==> config.mk <==
export PLATFORM = sky130hd
export DESIGN_NAME = mem_access_stage_flat
export DESIGN_NICKNAME = d
export VERILOG_FILES = /design/src/rtl/mem_stage_pkg.sv /design/src/rtl/mem_access_stage_if.sv /design/src/rtl/mem_access_stage_ex_mem_reg.sv /design/src/rtl/mem_access_stage.sv /design/src/flat_wrapper.sv
export SDC_FILE = /design/constraint.sdc
export NUM_CORES = 1
export LEC_CHECK = 0
export CAP_MARGIN = 40
export CORE_MARGIN = 8
export CORE_UTILIZATION = 30
export DETAILED_ROUTE_END_ITERATION = 10
export MAX_ROUTING_LAYER = met4
export SLEW_MARGIN = 40
export SYNTH_ARGS = -nofsm -noshare
export SYNTH_HDL_FRONTEND = slang
export SYNTH_SLANG_ARGS = --single-unit
export TNS_END_PERCENT = 100
==> constraint.sdc <==
create_clock -name clk -period 4.8 [get_ports clk]
set_input_delay 0.96 -clock clk [delete_from_list [all_inputs] [get_ports clk]]
set_output_delay 0.96 -clock clk [all_outputs]
set_load 0.02 [all_outputs]
==> src/rtl/mem_stage_pkg.sv <==
// Shared constants, FSM state type and the EX/MEM capture record for the
// memory-access pipeline stage.
package mem_stage_pkg;

    localparam int DATA_W         = 16;
    localparam int REG_W          = 3;
    localparam int TIMEOUT_CYCLES = 15;

    typedef enum logic {
        IDLE   = 1'b0,
        ACCESS = 1'b1
    } state_t;

    // Everything Execute hands over, frozen for the life of one operation.
    typedef struct packed {
        logic [DATA_W-1:0] alu_result;
        logic [DATA_W-1:0] adder_result;
        logic              zero;
        logic [DATA_W-1:0] store_data;
        logic [REG_W-1:0]  write_reg;
        logic              mem_read;
        logic              mem_write;
        logic              branch;
        logic              reg_write;
        logic              mem_to_reg;
    } ex_mem_t;

endpackage

==> src/rtl/mem_access_stage_if.sv <==
// Data-memory req/ack bus between the memory-access stage (master) and the
// data memory (slave).
interface mem_access_stage_if;
    import mem_stage_pkg::*;

    logic              dmem_req;
    logic              dmem_we;
    logic [DATA_W-1:0] dmem_addr;
    logic [DATA_W-1:0] dmem_wdata;
    logic [DATA_W-1:0] dmem_rdata;
    logic              dmem_ack;

    modport master (
        output dmem_req, dmem_we, dmem_addr, dmem_wdata,
        input  dmem_rdata, dmem_ack
    );

    modport slave (
        input  dmem_req, dmem_we, dmem_addr, dmem_wdata,
        output dmem_rdata, dmem_ack
    );

endinterface

==> src/rtl/mem_access_stage_ex_mem_reg.sv <==
// EX/MEM boundary register: captures the Execute record when the stage
// accepts an operation and holds it until the next acceptance.
module ex_mem_reg
    import mem_stage_pkg::*;
(
    input  logic    clk,
    input  logic    rst,
    input  logic    load_en,
    input  ex_mem_t d,
    output ex_mem_t q
);

    // NOTE: the record is cleared asynchronously so the bus address/data
    // outputs it feeds read 0 during reset; it is a register, not a RAM.
    always_ff @(posedge clk or posedge rst) begin
        if (rst) begin
            q <= '0;
        end else if (load_en) begin
            // NOTE: sequential state always uses non-blocking assignment.
            q <= d;
        end
    end

endmodule

==> src/rtl/mem_access_stage.sv <==
// MEM pipeline stage: EX/MEM capture, branch resolution, data-memory req/ack
// access and MEM/WB result. Optional access timeout under `MEM_TIMEOUT_EN.
module mem_access_stage
    import mem_stage_pkg::*;
(
    input  logic              clk,
    input  logic              rst,
    input  logic              ex_valid,
    input  logic [DATA_W-1:0] alu_result,
    input  logic [DATA_W-1:0] adder_result,
    input  logic              zero,
    input  logic [DATA_W-1:0] store_data,
    input  logic [REG_W-1:0]  write_reg,
    input  logic              mem_read,
    input  logic              mem_write,
    input  logic              branch,
    input  logic              reg_write,
    input  logic              mem_to_reg,
    output logic              stall,
    output logic              pc_src,
    output logic [DATA_W-1:0] branch_target,
    mem_access_stage_if.master dmem,
    output logic              wb_valid,
    output logic              wb_reg_write,
    output logic [REG_W-1:0]  wb_write_reg,
    output logic [DATA_W-1:0] wb_data,
    output logic              bus_err
);

    state_t  state_q, state_d;
    ex_mem_t ex_in, ex_q;
    logic    accept, accept_mem, ack_hit, timeout_hit, accepted_q;
    logic    use_rdata;

    assign accept     = (state_q == IDLE) && ex_valid;
    assign accept_mem = accept && (mem_read || mem_write);
    assign ack_hit    = (state_q == ACCESS) && dmem.dmem_ack;

    assign ex_in = '{
        alu_result:   alu_result,
        adder_result: adder_result,
        zero:         zero,
        store_data:   store_data,
        write_reg:    write_reg,
        mem_read:     mem_read,
        mem_write:    mem_write,
        branch:       branch,
        reg_write:    reg_write,
        mem_to_reg:   mem_to_reg
    };

    ex_mem_reg u_ex_mem_reg (
        .clk     (clk),
        .rst     (rst),
        .load_en (accept),
        .d       (ex_in),
        .q       (ex_q)
    );

    always_ff @(posedge clk or posedge rst) begin
        if (rst) state_q <= IDLE;
        else     state_q <= state_d;
    end

    // NOTE: every output of this block gets a default first so no path
    // leaves a value unassigned and infers a latch.
    always_comb begin
        state_d       = state_q;
        stall         = 1'b0;
        dmem.dmem_req = 1'b0;
        unique case (state_q)
            IDLE: begin
                if (accept_mem) state_d = ACCESS;
            end
            ACCESS: begin
                stall         = 1'b1;
                dmem.dmem_req = 1'b1;
                if (ack_hit || timeout_hit) state_d = IDLE;
            end
            default: state_d = IDLE;
        endcase
    end

    // A request with both read and write set is a store.
    assign dmem.dmem_we    = (state_q == ACCESS) && ex_q.mem_write;
    assign dmem.dmem_addr  = ex_q.alu_result;
    assign dmem.dmem_wdata = ex_q.store_data;

    // Branch outcome comes straight from the captured record the cycle after
    // acceptance, whether or not a memory access follows.
    assign pc_src        = accepted_q && ex_q.branch && ex_q.zero;
    assign branch_target = ex_q.adder_result;

    assign use_rdata = !ex_q.mem_write && ex_q.mem_read && ex_q.mem_to_reg;

    always_ff @(posedge clk or posedge rst) begin
        if (rst) begin
            accepted_q   <= 1'b0;
            wb_valid     <= 1'b0;
            wb_reg_write <= 1'b0;
            wb_write_reg <= '0;
            wb_data      <= '0;
        end else begin
            accepted_q   <= accept;
            wb_valid     <= 1'b0;
            wb_reg_write <= 1'b0;
            if (accept && !accept_mem) begin
                wb_valid     <= 1'b1;
                wb_reg_write <= reg_write;
                wb_write_reg <= write_reg;
                wb_data      <= alu_result;
            end else if (ack_hit) begin
                wb_valid     <= 1'b1;
                wb_reg_write <= !ex_q.mem_write && ex_q.reg_write;
                wb_write_reg <= ex_q.write_reg;
                wb_data      <= use_rdata ? dmem.dmem_rdata : ex_q.alu_result;
            end else if (timeout_hit) begin
                wb_valid <= 1'b1;
            end
        end
    end

`ifdef MEM_TIMEOUT_EN
    localparam int CNT_W = $clog2(TIMEOUT_CYCLES + 1);

    logic [CNT_W-1:0] wait_cnt_q;
    logic             bus_err_q;

    // An ack in the limit cycle wins over the timeout.
    assign timeout_hit = (state_q == ACCESS) && !dmem.dmem_ack &&
                         (wait_cnt_q == CNT_W'(TIMEOUT_CYCLES - 1));

    always_ff @(posedge clk or posedge rst) begin
        if (rst) begin
            wait_cnt_q <= '0;
            bus_err_q  <= 1'b0;
        end else begin
            bus_err_q <= timeout_hit;
            if (state_q == IDLE)          wait_cnt_q <= '0;
            else if (!dmem.dmem_ack)      wait_cnt_q <= wait_cnt_q + CNT_W'(1);
        end
    end

    assign bus_err = bus_err_q;
`else
    assign timeout_hit = 1'b0;
    assign bus_err     = 1'b0;
`endif

endmodule

==> src/flat_wrapper.sv <==
// flat-port wrapper written by rule: the top's interface ports become plain ports
module mem_access_stage_flat import mem_stage_pkg::*;
  (clk, rst, ex_valid, alu_result, adder_result, zero, store_data, write_reg, mem_read, mem_write, branch, reg_write, mem_to_reg, stall, pc_src, branch_target, wb_valid, wb_reg_write, wb_write_reg, wb_data, bus_err, dmem_dmem_req, dmem_dmem_we, dmem_dmem_addr, dmem_dmem_wdata, dmem_dmem_rdata, dmem_dmem_ack);
  mem_access_stage_if dmem_i ();
  input  logic clk;
  input  logic rst;
  input  logic ex_valid;
  input  logic [DATA_W-1:0] alu_result;
  input  logic [DATA_W-1:0] adder_result;
  input  logic zero;
  input  logic [DATA_W-1:0] store_data;
  input  logic [REG_W-1:0] write_reg;
  input  logic mem_read;
  input  logic mem_write;
  input  logic branch;
  input  logic reg_write;
  input  logic mem_to_reg;
  output logic stall;
  output logic pc_src;
  output logic [DATA_W-1:0] branch_target;
  output logic wb_valid;
  output logic wb_reg_write;
  output logic [REG_W-1:0] wb_write_reg;
  output logic [DATA_W-1:0] wb_data;
  output logic bus_err;
  output wire logic [$bits(dmem_i.dmem_req)-1:0] dmem_dmem_req;
  output wire logic [$bits(dmem_i.dmem_we)-1:0] dmem_dmem_we;
  output wire logic [$bits(dmem_i.dmem_addr)-1:0] dmem_dmem_addr;
  output wire logic [$bits(dmem_i.dmem_wdata)-1:0] dmem_dmem_wdata;
  input wire logic [$bits(dmem_i.dmem_rdata)-1:0] dmem_dmem_rdata;
  input wire logic [$bits(dmem_i.dmem_ack)-1:0] dmem_dmem_ack;
  assign dmem_dmem_req = dmem_i.dmem_req;
  assign dmem_dmem_we = dmem_i.dmem_we;
  assign dmem_dmem_addr = dmem_i.dmem_addr;
  assign dmem_dmem_wdata = dmem_i.dmem_wdata;
  assign dmem_i.dmem_rdata = dmem_dmem_rdata;
  assign dmem_i.dmem_ack = dmem_dmem_ack;
  mem_access_stage u_core (.clk(clk), .rst(rst), .ex_valid(ex_valid), .alu_result(alu_result), .adder_result(adder_result), .zero(zero), .store_data(store_data), .write_reg(write_reg), .mem_read(mem_read), .mem_write(mem_write), .branch(branch), .reg_write(reg_write), .mem_to_reg(mem_to_reg), .stall(stall), .pc_src(pc_src), .branch_target(branch_target), .dmem(dmem_i), .wb_valid(wb_valid), .wb_reg_write(wb_reg_write), .wb_write_reg(wb_write_reg), .wb_data(wb_data), .bus_err(bus_err));
endmodule
# == Word level (Yosys, flattened, before mapping) ==
# Cells that the tools add are included.
# totals
n_memories,0
mem_bits_rw,0
inputBits,77
ff_bits,80
rom_bits,0
output_inout_bits,74
latch_bits,0
# classes
n_reduce_logical,14
mux,13
magnitude_cmp,0
shift,0
n_eq_ne,0
n_addsub,0
multipliers,0
div,0
bitwise_logic,1
# ops
cell,count
16-bit two-way mux,3
1-bit logical AND,10
1-bit two-way mux,7
3-bit two-way mux,2
1-bit zero test,2
1-bit one-hot mux with 2 select lines,1
2-bit nonzero test,1
1-bit logical OR,1
1-bit inverter,1

# == Longest topological paths before layout ==
# Gate-level depths: netlist of run 1.
# logic_depth
word_depth,6
depth_mapped,5

# == Cells and area by module ==
# Synthesis of run 1 repeated with hierarchy kept, for this count alone.
# hier_totals
cells_unflattened,266
hier_area_um2,3539.6
# modules_own_cells
mod,seq_area_each_um2,n_inst,area_each_um2,cells_per_inst
ex_mem_reg,1426.4,1,2239.6,121
mem_access_stage,575.6,1,1300.0,145

# == Least setup slack after synthesis of run 1 ==
# Ideal clock, no wire load.
# synth_timing
kind,in2reg
startpoint,input mem_write
endpoint,register u_core.wb_data[0]
arrival_time_ns,1.889
required_ns,4.670
slack_ns,2.781
setup_ns,0.130
stages,5
cell_sequence,or4b_1 > buf_6 > buf_8 > nand3_2 > nand4_1
# synth_between
elab_chain_len,5
# synth_rtl
element,line_no,rtl
start: declaration,flat_wrapper.sv:14,input logic mem_write;
1-bit logical OR *,mem_access_stage.sv:36,assign accept_mem = accept && (mem_read || mem_write);
1-bit logical AND *,mem_access_stage.sv:36,
1-bit zero test *,mem_access_stage.sv:107,if (accept && !accept_mem) begin
1-bit logical AND *,mem_access_stage.sv:107,
16-bit two-way mux / 2-bit nonzero test (equally long branches),-,
end signal: assignment,mem_access_stage.sv:111,wb_data <= alu_result;
end signal: assignment,mem_access_stage.sv:116,wb_data <= use_rdata ? dmem.dmem_rdata : ex_q.alu_result;
end: declaration,mem_access_stage.sv:26,"output logic [DATA_W-1:0] wb_data,"
# Mark *: on every way between the ends. The rest lies on a longest branch, timed or not.
# A chain may end at the register's enable or synchronous reset.

# == Worst setup path in the final report of run 1 ==
# layout_timing
startpoint,register u_core.state_q
endpoint,output dmem_dmem_we
# layout_between
elab_chain_len,1
# layout_rtl
element,line_no,rtl
start: declaration,mem_access_stage.sv:30,"state_t state_q, state_d;"
start signal: assignment,mem_access_stage.sv:62,else state_q <= state_d;
1-bit logical AND,mem_access_stage.sv:85,assign dmem.dmem_we = (state_q == ACCESS) && ex_q.mem_write;
end: declaration,flat_wrapper.sv:27,output wire logic [$bits(dmem_i.dmem_we)-1:0] dmem_dmem_we;
# Every way passes these cells.

==> results of run 1 <==
==> cell type report <==
class | count | area share, %
clock buffer | 12 | 4.99
clock inverter | 3 | 0.750
inverter | 6 | 0.515
multi-input combinational | 158 | 23.1
sequential | 80 | 37.5
tap | 168 | 3.94
timing repair buffer | 154 | 29.2
==> routing by layer <==
| layer | GRT usage (%) | routed length (µm) |
|---|---|---|
| met1 | 14.6 | 4280 |
| met2 | 20.8 | 4910 |
| met3 | 3.95 | 612 |
| met4 | 3.78 | 88 |
| met5 | - | 0 |
==> cell families after synthesis <==
logic type,after synthesis,synth area share [%]
simple gates,91,14.0
mux,56,17.0
compound gates,10,1.68
flops,80,53.9
other cells,1,0.101
buf+inv,75,13.4
==> stage by stage <==
stage	util, %	total power [mW]	hold WS (ns)	instance area, µm²
floorplan	-	1.49	0.469	3720
global placement	41.5	1.81	0.489	5000
detailed placement	41.7	1.83	0.491	5030
CTS	44.3	2.54	0.508	5340
global route	44.3	2.63	0.519	5340
finish	44.3	2.50	0.505	5340
==> power groups by stage <==
stage / registers (mW) / logic [mW] / clock network [mW]
floorplan: 1.01 / 0.480 / 0
global placement: 0.957 / 0.853 / 0
detailed placement: 0.955 / 0.872 / 0
CTS: 0.948 / 0.875 / 0.720
global route: 0.968 / 0.912 / 0.748
finish: 0.944 / 0.858 / 0.696
==> cell usage in the layout (no fill, tap or decap), types with 2 or more instances in the layout <==
cell	count
clkinv_2	2
clkbuf_16	9
dfrtp_1	80
clkbuf_8	3
a22oi_1	3
nand3_1	38
nand2_1	18
inv_1	5
clkdlybuf4s50_1	149
nand4_1	16
nand3_2	10
buf_4	3
mux2_2	56
o21ai_0	6
==> worst reg2reg max path, cell delays in order (launching register included) <==
cell and delay (ns):
dfrtp_1 0.48, or4b_2 1.02, nand2_1 0.21, o21ai_0 0.10
==> worst paths after layout <==
| check | start | endpoint | depth (start not counted) |
|---|---|---|---|
| max | u_core.state_q | dmem_dmem_we | 3 |
| min | u_core.u_ex_mem_reg.q[13] | u_core.u_ex_mem_reg.q[13] | 1 |
| max reg2reg | u_core.state_q | u_core.wb_write_reg[1] | 3 |
| min reg2reg | u_core.u_ex_mem_reg.q[13] | u_core.u_ex_mem_reg.q[13] | 1 |
| max in group asynchronous | rst | u_core.wb_write_reg[2] | 3 |
| min in group asynchronous | rst | u_core.u_ex_mem_reg.q[34] | 2 |
==> metrics.txt, run 1 <==
Routed WL approximately 9900 µm; top-count cell post-synth dfrtp_1; total congestion overflow 0; fraction of registers with async set/reset 100%; CTS tree done; status finished, final reports clean; Clock Sinks 80; Hold WC Path Type register to register; Syn Nets 390; Final #Nets 486; vias in the first global route 2921; top-area cell type share of the netlist area between 50% and 60%; Wirelength per Cell between 15 and 20 µm; clock power share between 20% and 30%; Slew Limit Fails 0; Die Height between 100 and 150 µm; Yosys warnings 0; HPWL after DPL around 7300 µm; CTS root buf clkbuf_16; Max Fclk around 380 MHz; RSZ-0062 raised after global routing false; switching power share of the total between 30 and 40%; post-synthesis cell area 3720 µm²; Flop pwr share 37.8%; via count 2656; CTS resizes 0; DP Cell Count around 570; worst setup path class register to output port; number of remaining DRC errors 0; Int Pwr 1.73 mW; # diodes 0; worst skew pair latency about 0.33 ns; fin worst setup slack 2.19 ns; flop2flop setup slack roughly 2.9 ns; Die ar. 16200 µm²; GRT Util Overall 12.7%; Area Overhead vs Synth 43.7%; multi-input combinational cell area 1230 µm²; Max VDD drop 168 µV; row count 40; combinational power share 34.3%; Synth area leader dfrtp_1; antenna violations before repair 0; layout cell share with drive strength beyond 1 22.0%; leakage power total about 2.2 nW; Clock Skew between 0.004 and 0.005 ns; Iter 0 DRT Violations 91; Final min period 2.61 ns; Crit path largest cell delay 0.61 ns; Area contributors post-synth dfrtp_1, mux2_2, buf_4; dominant synthesized flop cell dfrtp_1; crit-path max FO 8; Cell Pwr Density between 400 and 500 nW/µm²; drt first pass iters 6; global-route wire length before repair around 16000 µm; crit path capture type output port; fill count 1128; Core Region roughly 12000 µm²; Arr. time, crit path 1.65 ns; non-filler instance count after layout 581; top cells by count, synth dfrtp_1, mux2_2, buf_4, nand3_1, nand2_1; Antenna Nets Post-Route 0; Final Hold Violating Endpoints 0; Max Root-Sink Buffers 2; Startpoint Class register; Crit-path slowest cell clkdlybuf4s50_1; Inserted Clock Buffers 9; Placer Congestion approximately 0.8; crit-path leading delay family buffers and inverters; Max-slew headroom between 40% and 50%; Worst Path Buf+Inv 2; H-Tree Depth 3; post-synthesis sequential area ratio 53.9%; postcts setup bufs 0; EDFF count, synth 0; sum of negative setup slack 0 ns; clock-pin slew on the worst setup and hold paths roughly 0.060 ns; number of distinct library cells after synthesis 24; Slew @ Worst Pin 0.767 ns; period utilization 54.4%; worst endpoint required time 3.84 ns; post-synthesis area per instance 11.9 µm²; Setup Viol. Count Final 0; number of flip-flops in the largest register 57; pin count of the biggest net entering global routing roughly 60; Port Buf Inserts around 150; critical path cell sequence inv_1, nor2_1, clkdlybuf4s50_1; die width 127 µm; Net Switching 0.772 mW; Initial Util 30.8%; hold buffers post-CTS 0; Setup WS pre-CTS approximately 1.9 ns; I/O pins 151; max-cap violations 0; register bit total from synthesis 80; Reg area 2000 µm²; vias per inst 4.57; Mapped Cells roughly 310
(Power assumes the default switching activity.)
==> run 2, diff against run 1 <==
==> constraint.sdc (replaced) <==
create_clock -name clk -period 2.7 [get_ports clk]
set_input_delay 0.54 -clock clk [delete_from_list [all_inputs] [get_ports clk]]
set_output_delay 0.54 -clock clk [all_outputs]
set_load 0.02 [all_outputs]
==> metrics.txt, run 2 (synthesis gave the netlist of run 1 again) <==
global routing usage on met3 3.58% (-0.37 points); multi-input combinational cell area 1230 µm² (-0.20%); grt met2 use 21.6% (+0.78 points); hold buffers post-CTS 0 (unchanged); Routed WL 10100 µm (+1.9%); row count 40 (unchanged); switching power share of the total 32.2% (+1.2 points); CTS resizes 0 (unchanged); Area Overhead vs Synth 43.0%; Max VDD drop 315 µV (+87%); I/O pins 151 (unchanged); Die ar. 16200 µm² (unchanged); antenna violations before repair 0 (unchanged); clock power share 25.8% (-2.1 points); max-cap violations 0 (unchanged); Die Height 127 µm (unchanged); crit-path max FO 8 (unchanged); Int Pwr 2.93 mW (+70%); # diodes 0 (unchanged); fin worst setup slack 0.453 ns (-1.73 ns); Placer Congestion 0.732 (-6.8%); vias in the first global route 3067 (+5.0%); Net Switching 1.39 mW (+80%); status finished, final reports clean; Max-slew headroom 46.6% (-2.1 points); worst setup path class register to output port; Clock Sinks 80 (unchanged); GRT Util Overall 13.1% (+0.40 points); CTS tree done; drt first pass iters 4 (-2); via count 2699 (+1.6%); die width 127 µm (unchanged); Inserted Clock Buffers 9 (unchanged); Core Region 12100 µm² (unchanged); Hold WC Path Type register to register; number of remaining DRC errors 0 (unchanged); H-Tree Depth 3 (unchanged); layout cell share with drive strength beyond 1 21.8% (-0.26 points); CTS root buf clkbuf_16; Startpoint Class register; Max Fclk about 450 MHz; postcts setup bufs 0 (unchanged); busiest grt layer met2; total congestion overflow 0 (unchanged); Port Buf Inserts 149 (unchanged); Slew Limit Fails 0 (unchanged); Final #Nets 490 (+0.82%); Setup WS pre-CTS 0.554 ns (-1.33 ns); combinational power share 35.3% (+1.0 points); worst skew pair latency 0.33 ns (about the same); Max Root-Sink Buffers 2 (unchanged); HPWL after DPL 7440 µm (+1.8%); Wirelength per Cell 17.2 µm (+0.99%); Flop pwr share 38.9% (+1.1 points); Iter 0 DRT Violations 111 (+22%); Final Hold Violating Endpoints 0 (unchanged); Slew @ Worst Pin 0.798 ns (+0.0314 ns); RSZ-0062 raised after global routing false; grt met1 use 14.6% (+0.073 points); commonest non-fill, non-tap cells in the layout clkdlybuf4s50_1, dfrtp_1, mux2_2, nand3_1, nand2_1; period utilization 83.2%; fill count 1121 (-0.62%); leakage power total 2.15 nW (-0.43%); Antenna Nets Post-Route 0 (unchanged); Cell Pwr Density 812 nW/µm² (+74%); Setup Viol. Count Final 0 (unchanged); Final min period 2.25 ns; vias per inst 4.61 (+0.75%); Clock Skew 0.00827 ns (+0.00405 ns); Initial Util 30.8% (unchanged); Arr. time, crit path 1.71 ns (+0.06 ns); Reg area 2000 µm² (unchanged); pin count of the biggest net entering global routing 45 (-24%); most common cell after layout, fill and taps aside clkdlybuf4s50_1; global-route wire length before repair 16200 µm (+2.9%); number of flip-flops in the largest register 57 (unchanged); clock-pin slew on the worst setup and hold paths 0.06 ns (about the same); sum of negative setup slack 0 ns (unchanged); crit path capture type output port; worst endpoint required time 2.16 ns (-1.68 ns)
==> run 2: through the flow <==
step | std cells | power, mW | hold slack, ns | cell area [µm²] | util [%]
after global placement | 570 | 3.22 | 0.482 | 5050 | 41.9
after CTS | 586 | 4.39 | 0.502 | 5320 | 44.1
after floorplan | 313 | 2.64 | 0.469 | 3720 | -
final | 586 | 4.32 | 0.504 | 5320 | 44.1
after detailed placement | 570 | 3.25 | 0.495 | 5050 | 41.9
after global routing | 586 | 4.57 | 0.518 | 5320 | 44.1
==> run 2: final cells by class <==
| cell class | count | area share, % |
|---|---|---|
| clock buffers | 13 | 4.71 |
| clock inverters | 3 | 0.329 |
| inverters | 6 | 0.447 |
| multi-input cells | 158 | 23.1 |
| flip-flops and latches | 80 | 37.6 |
| well taps | 168 | 3.95 |
| repair buffers | 158 | 29.8 |
==> run 2: worst max-delay path: stages, from the launching register on <==
cell,delay (ns)
dfrtp_1,0.50
inv_1,0.11
nor2_1,0.14
clkdlybuf4s50_1,0.62
==> run 2: path summary, 6_finish.rpt <==
path                       cells past startpoint                         to                 startpoint  slack (ns)
min in group asynchronous                      2  u_core.u_ex_mem_reg.q[38]                        rst        0.56
max reg2reg                                    4         u_core.wb_data[12]             u_core.state_q        1.10
max in group asynchronous                      3   u_core.u_ex_mem_reg.q[4]                        rst        1.53
max                                            3               dmem_dmem_we             u_core.state_q        0.45
min reg2reg                                    1  u_core.u_ex_mem_reg.q[12]  u_core.u_ex_mem_reg.q[12]        0.50
min                                            1  u_core.u_ex_mem_reg.q[12]  u_core.u_ex_mem_reg.q[12]        0.50
==> run 2: per-layer routing <==
metal  routed length, µm  vias to the layer above
li1                    -                     1243
met5                   0                        -
met4                 232                        0
met1                4200                     1341
met2                5020                      101
met3                 614                       14
==> run 2: power groups by stage <==
| stage | Combinational (mW) | Sequential, mW | Clock, mW |
|---|---|---|---|
| 2_1_floorplan | 0.853 | 1.79 | 0 |
| 3_3_place_gp | 1.53 | 1.69 | 0 |
| 3_5_place_dp | 1.55 | 1.70 | 0 |
| 4_1_cts | 1.56 | 1.68 | 1.15 |
| 5_1_grt | 1.63 | 1.72 | 1.21 |
| 6_report | 1.53 | 1.68 | 1.12 |
